File: src/rtl/btn_pkg.sv
`default_nettype none
// ============================================================================
// Package  : btn_pkg
// Brief    : Shared constants and FSM state type for the button event arbiter.
// Revision : 1.0 - initial release
// ============================================================================
package btn_pkg;

   localparam int N_BTN              = 4;
   localparam int DEB_CYCLES_DEFAULT = 4;

   typedef enum logic [0:0] {
      ST_IDLE = 1'b0,
      ST_FULL = 1'b1
   } btn_state_t;

endpackage
`default_nettype wire

File: src/rtl/btn_conditioner.sv
`default_nettype none
// ============================================================================
// Module   : btn_conditioner
// Brief    : One button channel: 2-flop synchroniser, debounce, rising-edge pulse.
// Revision : 1.0 - initial release
// ============================================================================
module btn_conditioner
   import btn_pkg::*;
#(
   parameter int DEB_CYCLES = DEB_CYCLES_DEFAULT
) (
   input  logic clk,
   input  logic rst_n,
   input  logic i_btn,
   output logic o_press
);

   localparam int CNT_W = (DEB_CYCLES > 1) ? $clog2(DEB_CYCLES) : 1;
   localparam logic [CNT_W-1:0] c_cnt_last = CNT_W'(DEB_CYCLES - 1);

   logic             r_sync1;
   logic             r_sync2;
   logic             r_deb;
   logic             r_deb_d;
   logic [CNT_W-1:0] r_cnt;

   // r_cnt tracks how long the synchronised level has disagreed with r_deb
   always_ff @(posedge clk or negedge rst_n) begin
      if (!rst_n) begin
         r_sync1 <= 1'b0;
         r_sync2 <= 1'b0;
         r_deb   <= 1'b0;
         r_deb_d <= 1'b0;
         r_cnt   <= '0;
      end else begin
         r_sync1 <= i_btn;
         r_sync2 <= r_sync1;
         r_deb_d <= r_deb;
         if (r_sync2 != r_deb) begin
            if (r_cnt == c_cnt_last) begin
               r_deb <= ~r_deb;
               r_cnt <= '0;
            end else begin
               r_cnt <= r_cnt + 1'b1;
            end
         end else begin
            r_cnt <= '0;
         end
      end
   end

   assign o_press = r_deb & ~r_deb_d;

endmodule
`default_nettype wire

File: src/rtl/btn_event_arbiter.sv
`default_nettype none
// ============================================================================
// Module   : btn_event_arbiter
// Brief    : N conditioned buttons, per-channel pending flags, round-robin valid/ready output.
// Revision : 1.0 - initial release
// ============================================================================
module btn_event_arbiter
   import btn_pkg::*;
#(
   parameter int N          = N_BTN,
   parameter int DEB_CYCLES = DEB_CYCLES_DEFAULT,
   parameter int ID_W       = $clog2(N)
) (
   input  logic            clk,
   input  logic            rst_n,
   input  logic [N-1:0]    btn_in,
   input  logic            evt_ready,
   output logic            evt_valid,
   output logic [ID_W-1:0] evt_id,
   input  logic            drop_clr,
   output logic [N-1:0]    drop_flag
);

   logic [N-1:0]    w_press;
   logic [N-1:0]    r_pending;
   logic [N-1:0]    r_drop;
   logic [ID_W-1:0] r_rr_ptr;
   logic [ID_W-1:0] r_evt_id;
   logic [ID_W-1:0] w_winner;
   logic [ID_W-1:0] w_hi_idx;
   logic [ID_W-1:0] w_lo_idx;
   logic            w_hi_any;
   logic            w_any;
   logic            w_load;
   logic [N-1:0]    w_load_mask;
   logic [N-1:0]    w_drop_set;
   btn_state_t      r_state;
   btn_state_t      w_state_nxt;

   generate
      for (genvar gi = 0; gi < N; gi++) begin : g_chan
         btn_conditioner #(
            .DEB_CYCLES (DEB_CYCLES)
         ) u_cond (
            .clk     (clk),
            .rst_n   (rst_n),
            .i_btn   (btn_in[gi]),
            .o_press (w_press[gi])
         );
      end
   endgenerate

   // Winner is the lowest pending index >= r_rr_ptr, else the lowest pending overall (wrap).
   always_comb begin
      w_any    = 1'b0;
      w_hi_any = 1'b0;
      w_lo_idx = '0;
      w_hi_idx = '0;
      for (int i = N - 1; i >= 0; i--) begin
         if (r_pending[i]) begin
            w_any    = 1'b1;
            w_lo_idx = ID_W'(i);
            if (ID_W'(i) >= r_rr_ptr) begin
               w_hi_any = 1'b1;
               w_hi_idx = ID_W'(i);
            end
         end
      end
      w_winner = w_hi_any ? w_hi_idx : w_lo_idx;
   end

   assign w_load      = w_any & ((r_state == ST_IDLE) | evt_ready);
   assign w_load_mask = w_load ? (N'(1) << w_winner) : '0;
   assign w_drop_set  = w_press & r_pending & ~w_load_mask;

   always_ff @(posedge clk or negedge rst_n) begin
      if (!rst_n) begin
         r_pending <= '0;
         r_drop    <= '0;
         r_rr_ptr  <= '0;
         r_evt_id  <= '0;
      end else begin
         // A press arriving in the same cycle as its own load re-arms the flag
         r_pending <= (r_pending & ~w_load_mask) | w_press;
         r_drop    <= (drop_clr ? '0 : r_drop) | w_drop_set;
         if (w_load) begin
            r_evt_id <= w_winner;
            r_rr_ptr <= (w_winner == ID_W'(N - 1)) ? '0 : w_winner + 1'b1;
         end
      end
   end

   always_ff @(posedge clk or negedge rst_n) begin
      if (!rst_n) begin
         r_state <= ST_IDLE;
      end else begin
         r_state <= w_state_nxt;
      end
   end

   always_comb begin
      w_state_nxt = r_state;
      case (r_state)
         ST_IDLE: if (w_any) w_state_nxt = ST_FULL;
         ST_FULL: if (evt_ready && !w_any) w_state_nxt = ST_IDLE;
         default: w_state_nxt = ST_IDLE;
      endcase
   end

   always_comb begin
      evt_valid = (r_state == ST_FULL);
   end

   assign evt_id    = r_evt_id;
   assign drop_flag = r_drop;

endmodule
`default_nettype wire

File: config.mk
export PLATFORM = sky130hd
export DESIGN_NAME = btn_event_arbiter
export DESIGN_NICKNAME = d
export VERILOG_FILES = /design/src/rtl/btn_pkg.sv /design/src/rtl/btn_conditioner.sv /design/src/rtl/btn_event_arbiter.sv
export SDC_FILE = /design/constraint.sdc
export NUM_CORES = 1
export LEC_CHECK = 0
export ABC_AREA = 0
export BUFFER_PORTS_ARGS = -buffer_cell sky130_fd_sc_hd__buf_2
export CAP_MARGIN = 15
export CORE_MARGIN = 5
export CORE_UTILIZATION = 40
export CTS_CLUSTER_SIZE = 24
export DETAILED_ROUTE_END_ITERATION = 6
export PLACE_DENSITY = 0.69
export SLEW_MARGIN = 20
export SYNTH_ARGS = -nofsm -noshare
export SYNTH_HDL_FRONTEND = slang
export SYNTH_SLANG_ARGS = --single-unit
File: constraint.sdc
create_clock -name clk -period 2.1 [get_ports clk]
set_input_delay 0.105 -clock clk [delete_from_list [all_inputs] [get_ports clk]]
set_output_delay 0.105 -clock clk [all_outputs]
set_load 0.01 [all_outputs]
==> key figures, run 1 <==
Logic synthesis
  • Number of flops mapped to enable cells by yosys: 0
  • Warnings from Yosys: 0
  • Post-synth top area share: 63.5%
  • Largest area contributor in the netlist: dfrtp_1
  • Post-synth top cells: dfrtp_1, ha_1, inv_1
  • Syn nets: 129
  • Mapped Cells: 113
  • Post-Syn Area: 0.00146 sq mm
  • Most common cell in the synthesized netlist: dfrtp_1
  • Synth top area cells: dfrtp_1, ha_1, mux2_2
  • Async set-or-reset flop fraction in the synthesized netlist: 100%
  • Synth unique cells: 28
  • Syn avg cell area: 12.9 sq um
  • Ys flop type: dfrtp_1
  • Register bit count reported by yosys: 37
  • Seq/Total Area, Yosys: 63.5%

Timing
  • Achievable frequency: 533 MHz
  • Final Skew: 3.18 ps
  • RSZ-0062 raised after global routing: no
  • Crit path time final: 1880 ps
  • Worst-Margin Slew: 768 ps
  • Hold slack: 75.8 ps
  • Count of final hold-check violations: 0
  • Slew headroom: 48.8%
  • Final setup vio count: 0
  • Max-slew violation count: 0
  • Setup TNS: 0 ps
  • Tcrit/Tclk final: 89.3%
  • Final Worst Setup Slack: 224 ps

CTS
  • Clk_lat worst skew: 290 ps
  • Clock Sinks: 37
  • Total CTS buffers: 5
  • H-tree depth: 2
  • Post-CTS Resized: 0
  • CTS Root Cell: clkbuf_8
  • Worst-case clock buffer depth: 2
  • CTS tree: done
  • Clk pin slew, worst setup/hold paths: 70 ps

Final layout
  • N_diodes: 0
  • Final net count: 155
  • Layout filler cell count: 333
  • Fin util: 48.7%
  • Fin cells: 188
  • Layout cell share with drive strength beyond 1: 22.9%
  • Synth-to-Final Area Change: 20.3%

Floorplan
  • Die width: 70.4 um
  • Starting Density: 40.5%
  • DIE AREA: 0.00495 sq mm
  • Core ar.: 0.00361 sq mm
  • Rows: 22
  • Die height: 70.4 um
  • Num ports: 15

Worst setup path
  • Startpoint types: register
  • Crit. End Element: register
  • Max incr delay on CP: 430 ps
  • Critical path cell sequence: and2b_2 -> o21bai_1 -> and3_1 -> ha_1 -> inv_1 -> o21ai_0 -> o22ai_1
  • Top delay family on crit path: compound AO/OA/AOI/OAI gates
  • Crit Path Category: register to register
  • Slowest library cell on the worst path: dfrtp_1
  • Buf/Inv on CP: 1
  • Critical path arrival: 2040 ps
  • Worst path required time: 2260 ps
  • Register-to-register setup slack: 220 ps
  • Crit path max fanout: 6

Placement
  • HPWL Detailed: 1660 um
  • Setup WS pre-CTS: 248 ps
  • Placed insts: 175
  • Placer congestion estimate: 0.828
  • # port buffers: 14

Drt
  • DRT Wirelength: 2270 um
  • TritonRoute pass-1 iters: 4
  • Remaining antenna violation count: 0
  • Via Count: 892
  • WL per Instance: 12.1 um
  • Remaining DRCs: 0
  • Via density: 4.74
  • Drt initial violations: 30

Pwr
  • Peak VDD IR: 572 uV
  • Power Density: 1470 mW/mm^2
  • Combinational share of power: 31.4%
  • Leakage Power: 0.814 nW
  • Net Switching: 0.000821 W
  • Clk pwr share: 24.1%
  • Sw Share: 31.8%
  • Flop pwr share: 44.4%
  • Cell Int Power: 0.00176 W

Global route
  • Global route hottest layer: met2
  • Antenna violations before repair: 0
  • GR Util met2: 15.7%
  • Global-route wire length before repair: 3990 um
  • GRT overflow: 0
  • M1 GR Usage: 12.0%
  • Number of global-route vias before repair: 908
  • Largest net degree at the start of global routing: 38
  • Met3 Use GR: 5.47%
  • Total track usage: 10.5%

Hold path
  • Worst hold path class: input port to register

Job
  • Max-cap violations: 0

Run status
  • Status: complete, no violations
==> final timing paths <==
path	end	startpoint	cells after the start
setup / recovery	drop_flag[3]	r_pending[1]	7
hold / removal	drop_flag[2]	drop_clr	2
setup reg to reg	drop_flag[3]	r_pending[1]	7
hold reg to reg	g_chan[2].u_cond.r_sync2	g_chan[2].u_cond.r_sync1	0
max in group asynchronous	r_pending[2]	rst_n	2
min in group asynchronous	g_chan[3].u_cond.r_cnt[1]	rst_n	2
==> placed cells by master (no fill, tap or decap), types with 2 or more instances in the layout <==
cell,n
and2b_1,2
buf_2,14
clkbuf_8,6
dfrtp_1,37
dlygate4sd3_1,5
ha_1,8
inv_1,8
mux2_2,4
nand2_1,7
nand2b_1,5
nand3_1,2
nor2b_1,6
nor3_1,4
o21ai_0,6
o22ai_1,4
or2_2,2
xnor2_1,4
==> registers in the layout, indices dropped and copies added, names as in the netlist <==
register / cells
g_chan.u_cond.r_deb_d: 4
g_chan.u_cond.r_sync1: 4
evt_id: 2
drop_flag: 4
g_chan.u_cond.r_deb: 4
g_chan.u_cond.r_sync2: 4
g_chan.u_cond.r_cnt: 8
r_rr_ptr: 2
evt_valid: 1
r_pending: 4
==> cells by family after synthesis <==
logic type | after synthesis | share of synthesized area (%)
flops | 37 | 63.5
xor+xnor | 4 | 2.40
buf+inv | 8 | 2.06
simple gates | 33 | 13.0
compound gates | 19 | 9.18
mux | 4 | 3.09
fa+ha+maj | 8 | 6.86
==> metrics by stage <==
| step | power (W) | area, sq um |
|---|---|---|
| floorplan | 0.00172 | 1460 |
| global placement | 0.00191 | 1590 |
| detailed placement | 0.00197 | 1590 |
| CTS | 0.00261 | 1760 |
| global route | 0.00277 | 1760 |
| finish | 0.00258 | 1760 |
==> area by class of cell <==
class / count / area, sq um / area share [%]
Timing Repair Buffer: 19 / 120 / 6.84
Tap cell: 48 / 60.1 / 3.42
Inverter: 8 / 30.0 / 1.71
Sequential cell: 37 / 926 / 52.7
Clock buffer: 7 / 86.3 / 4.92
Clock inverter: 1 / 30.0 / 1.71
Multi-Input combinational cell: 68 / 503 / 28.7
==> routing by layer <==
metal  share of wire, %  up-vias
met3                6.0       11
met4                3.5        0
met1                 44      424
met5                  0        -
met2                 46       19
li1                   -      438
==> power groups by stage <==
| stage | logic (W) | clock network (W) | registers (W) |
|---|---|---|---|
| 5_1_grt | 0.000922 | 0.000667 | 0.00118 |
| 3_5_place_dp | 0.000804 | 0 | 0.00116 |
| 3_3_place_gp | 0.000772 | 0 | 0.00114 |
| 2_1_floorplan | 0.000583 | 0 | 0.00113 |
| 4_1_cts | 0.000822 | 0.000635 | 0.00115 |
| 6_report | 0.000810 | 0.000622 | 0.00115 |
==> what timing repair did <==
item / in CTS / in global routing
hold buffers: 5 / 0
endpoints found under the hold margin: 41 / 0
setup buffers: 0 / 0
Note: power is estimated with default switching activity, not from simulation.
==> inputs of run 2 (changes only) <==
- RECOVER_POWER: unset -> 50
==> run 2 against run 1 <==
Maximum frequency is 0.10% lower. Critical path depth stayed put. Flip-flop and latch count stayed put. Worst setup slack got worse by 1.9 ps. Critical path type unchanged. Critical endpoint unchanged. Highest routed layer unchanged.
==> key figures, run 2 (synthesis gave the netlist of run 1 again) <==
Drt
  • DRT Wirelength: 2290 um
  • Via density: 4.74
  • Remaining antenna violation count: 0
  • TritonRoute pass-1 iters: 4
  • WL per Instance: 12.2 um
  • Drt initial violations: 31
  • Via Count: 891
  • Remaining DRCs: 0

Hold path
  • Worst hold path class: input port to register
  • Hold Crit Depth: 2
  • Hold_sp: drop_clr
  • Hold Path End: drop_flag[2]

Worst setup path
  • Register-to-register setup slack: 220 ps
  • Buf/Inv on CP: 1
  • R2r endpoint: drop_flag[3]
  • Crit Path Category: register to register
  • Critical path cell sequence: and2b_2 -> o21bai_1 -> and3_1 -> ha_1 -> inv_1 -> o21ai_0 -> o22ai_1
  • Max incr delay on CP: 430 ps
  • Crit. End Element: register
  • Startpoint types: register
  • Worst Reg2Reg Path Length in Cells: 7
  • Top delay family on crit path: compound AO/OA/AOI/OAI gates
  • Worst path required time: 2250 ps
  • Slowest library cell on the worst path: dfrtp_1
  • Worst R2R Start: r_pending[1]
  • Crit path max fanout: 6
  • Critical path arrival: 2030 ps

Placement
  • # port buffers: 14
  • Placement-stage cell area: 0.00159 sq mm
  • HPWL Detailed: 1660 um
  • Placer congestion estimate: 0.828

Final layout
  • Fin area: 0.00175 sq mm
  • Top reg by flops: g_chan.u_cond.r_cnt
  • Sequential cell area: 926 sq um
  • N_diodes: 0
  • Synth-to-Final Area Change: 19.7%
  • Final net count: 155
  • Layout filler cell count: 333
  • Multi-input gate area: 503 sq um
  • Fin util: 48.4%
  • Commonest non-fill, non-tap cell in the layout: dfrtp_1
  • Max FFs per register: 8
  • Layout cell share with drive strength beyond 1: 17.9%
  • Highest-count cells in the layout ignoring fill and taps: dfrtp_1, inv_1, ha_1, clkbuf_1, nand2_1

Job
  • Max-cap violations: 0

Pwr
  • Power Density: 1470 mW/mm^2
  • Flop pwr share: 44.8%
  • Peak VDD IR: 572 uV
  • Net Switching: 0.000818 W
  • Combinational share of power: 31.1%
  • Cell Int Power: 0.00174 W
  • Clk pwr share: 24.1%
  • Sw Share: 31.9%
  • Leakage Power: 0.792 nW

Floorplan
  • Rows: 22
  • DIE AREA: 0.00495 sq mm
  • Die height: 70.4 um
  • Starting Density: 40.5%
  • Num ports: 15
  • Die width: 70.4 um
  • Core ar.: 0.00361 sq mm

Timing
  • Max-slew violation count: 0
  • Slew headroom: 42.7%
  • Final setup vio count: 0
  • Crit path time final: 1880 ps
  • Final Skew: 4.21 ps
  • Tcrit/Tclk final: 89.4%
  • Count of final hold-check violations: 0
  • RSZ-0062 raised after global routing: no
  • Setup TNS: 0 ps
  • Achievable frequency: 533 MHz
  • Worst-Margin Slew: 860 ps

Global route
  • Number of global-route vias before repair: 908
  • Largest net degree at the start of global routing: 38
  • Global-route wire length before repair: 3990 um
  • Antenna violations before repair: 0
  • GRT overflow: 0
  • Total track usage: 10.5%

CTS
  • Clk_lat worst skew: 280 ps
  • Worst-case clock buffer depth: 2
  • H-tree depth: 2
  • Total CTS buffers: 5
  • Post-CTS Resized: 0
  • CTS tree: done
  • Clk pin slew, worst setup/hold paths: 70 ps
  • CTS Root Cell: clkbuf_8
  • Clock Sinks: 37

Run status
  • Status: complete, no violations
-- run 2: changes by cell type in the layout (fill, tap and decap cells not counted) --
cell	previous run	this run
clkbuf_2	0	1
clkbuf_1	1	8
buf_2	14	6
-- run 2: what timing repair did --
| item | 4_1_cts | 5_1_grt |
|---|---|---|
| endpoints found under the setup margin | 0 | 0 |
| hold buffers | 5 | 0 |
| endpoints found under the hold margin | 41 | 0 |
| setup buffers | 0 | 0 |
-- run 2: cell type report --
class / instances / area share (%)
Inverter: 8 / 1.72
Multi-Input combinational cell: 68 / 28.8
Sequential cell: 37 / 53.0
Clock inverter: 1 / 1.72
Clock buffer: 7 / 4.94
Tap cell: 48 / 3.44
Timing Repair Buffer: 19 / 6.38
-- run 2: power by group through the flow --
stage | sequential [W] | combinational [W] | clock, W
2_1_floorplan | 0.00113 | 0.000583 | 0
3_3_place_gp | 0.00114 | 0.000772 | 0
3_5_place_dp | 0.00116 | 0.000804 | 0
4_1_cts | 0.00115 | 0.000822 | 0.000635
5_1_grt | 0.00118 | 0.000909 | 0.000667
6_report | 0.00115 | 0.000796 | 0.000617
-- run 2: stage by stage --
stage | std cells | hold slack (ps) | total power, W | worst slack [ps]
floorplan | 113 | -191 | 0.00172 | 482
global placement | 175 | 213 | 0.00191 | 356
detailed placement | 175 | 214 | 0.00197 | 248
CTS | 188 | 74.6 | 0.00261 | 232
global route | 188 | 73.7 | 0.00276 | 101
finish | 188 | 81.7 | 0.00256 | 223
-- run 2: metal layers --
metal	share of wire, %	track usage, %	routed length (um)
met1	46	12.0	1050
met2	47	15.7	1080
met3	5.1	5.47	116
met4	2.1	5.74	48
met5	0	0	0
-- run 2: worst max-delay path by stage --
stage	startpoint	to	slack (ps)	cells after the start
after floorplan	r_pending[1]	drop_flag[3]	480	7
after global placement	r_pending[1]	drop_flag[3]	360	7
after detailed placement	r_pending[1]	drop_flag[3]	250	7
after CTS	r_pending[1]	drop_flag[3]	230	7
after global routing	r_pending[1]	drop_flag[3]	100	7
final	r_pending[1]	drop_flag[3]	220	7
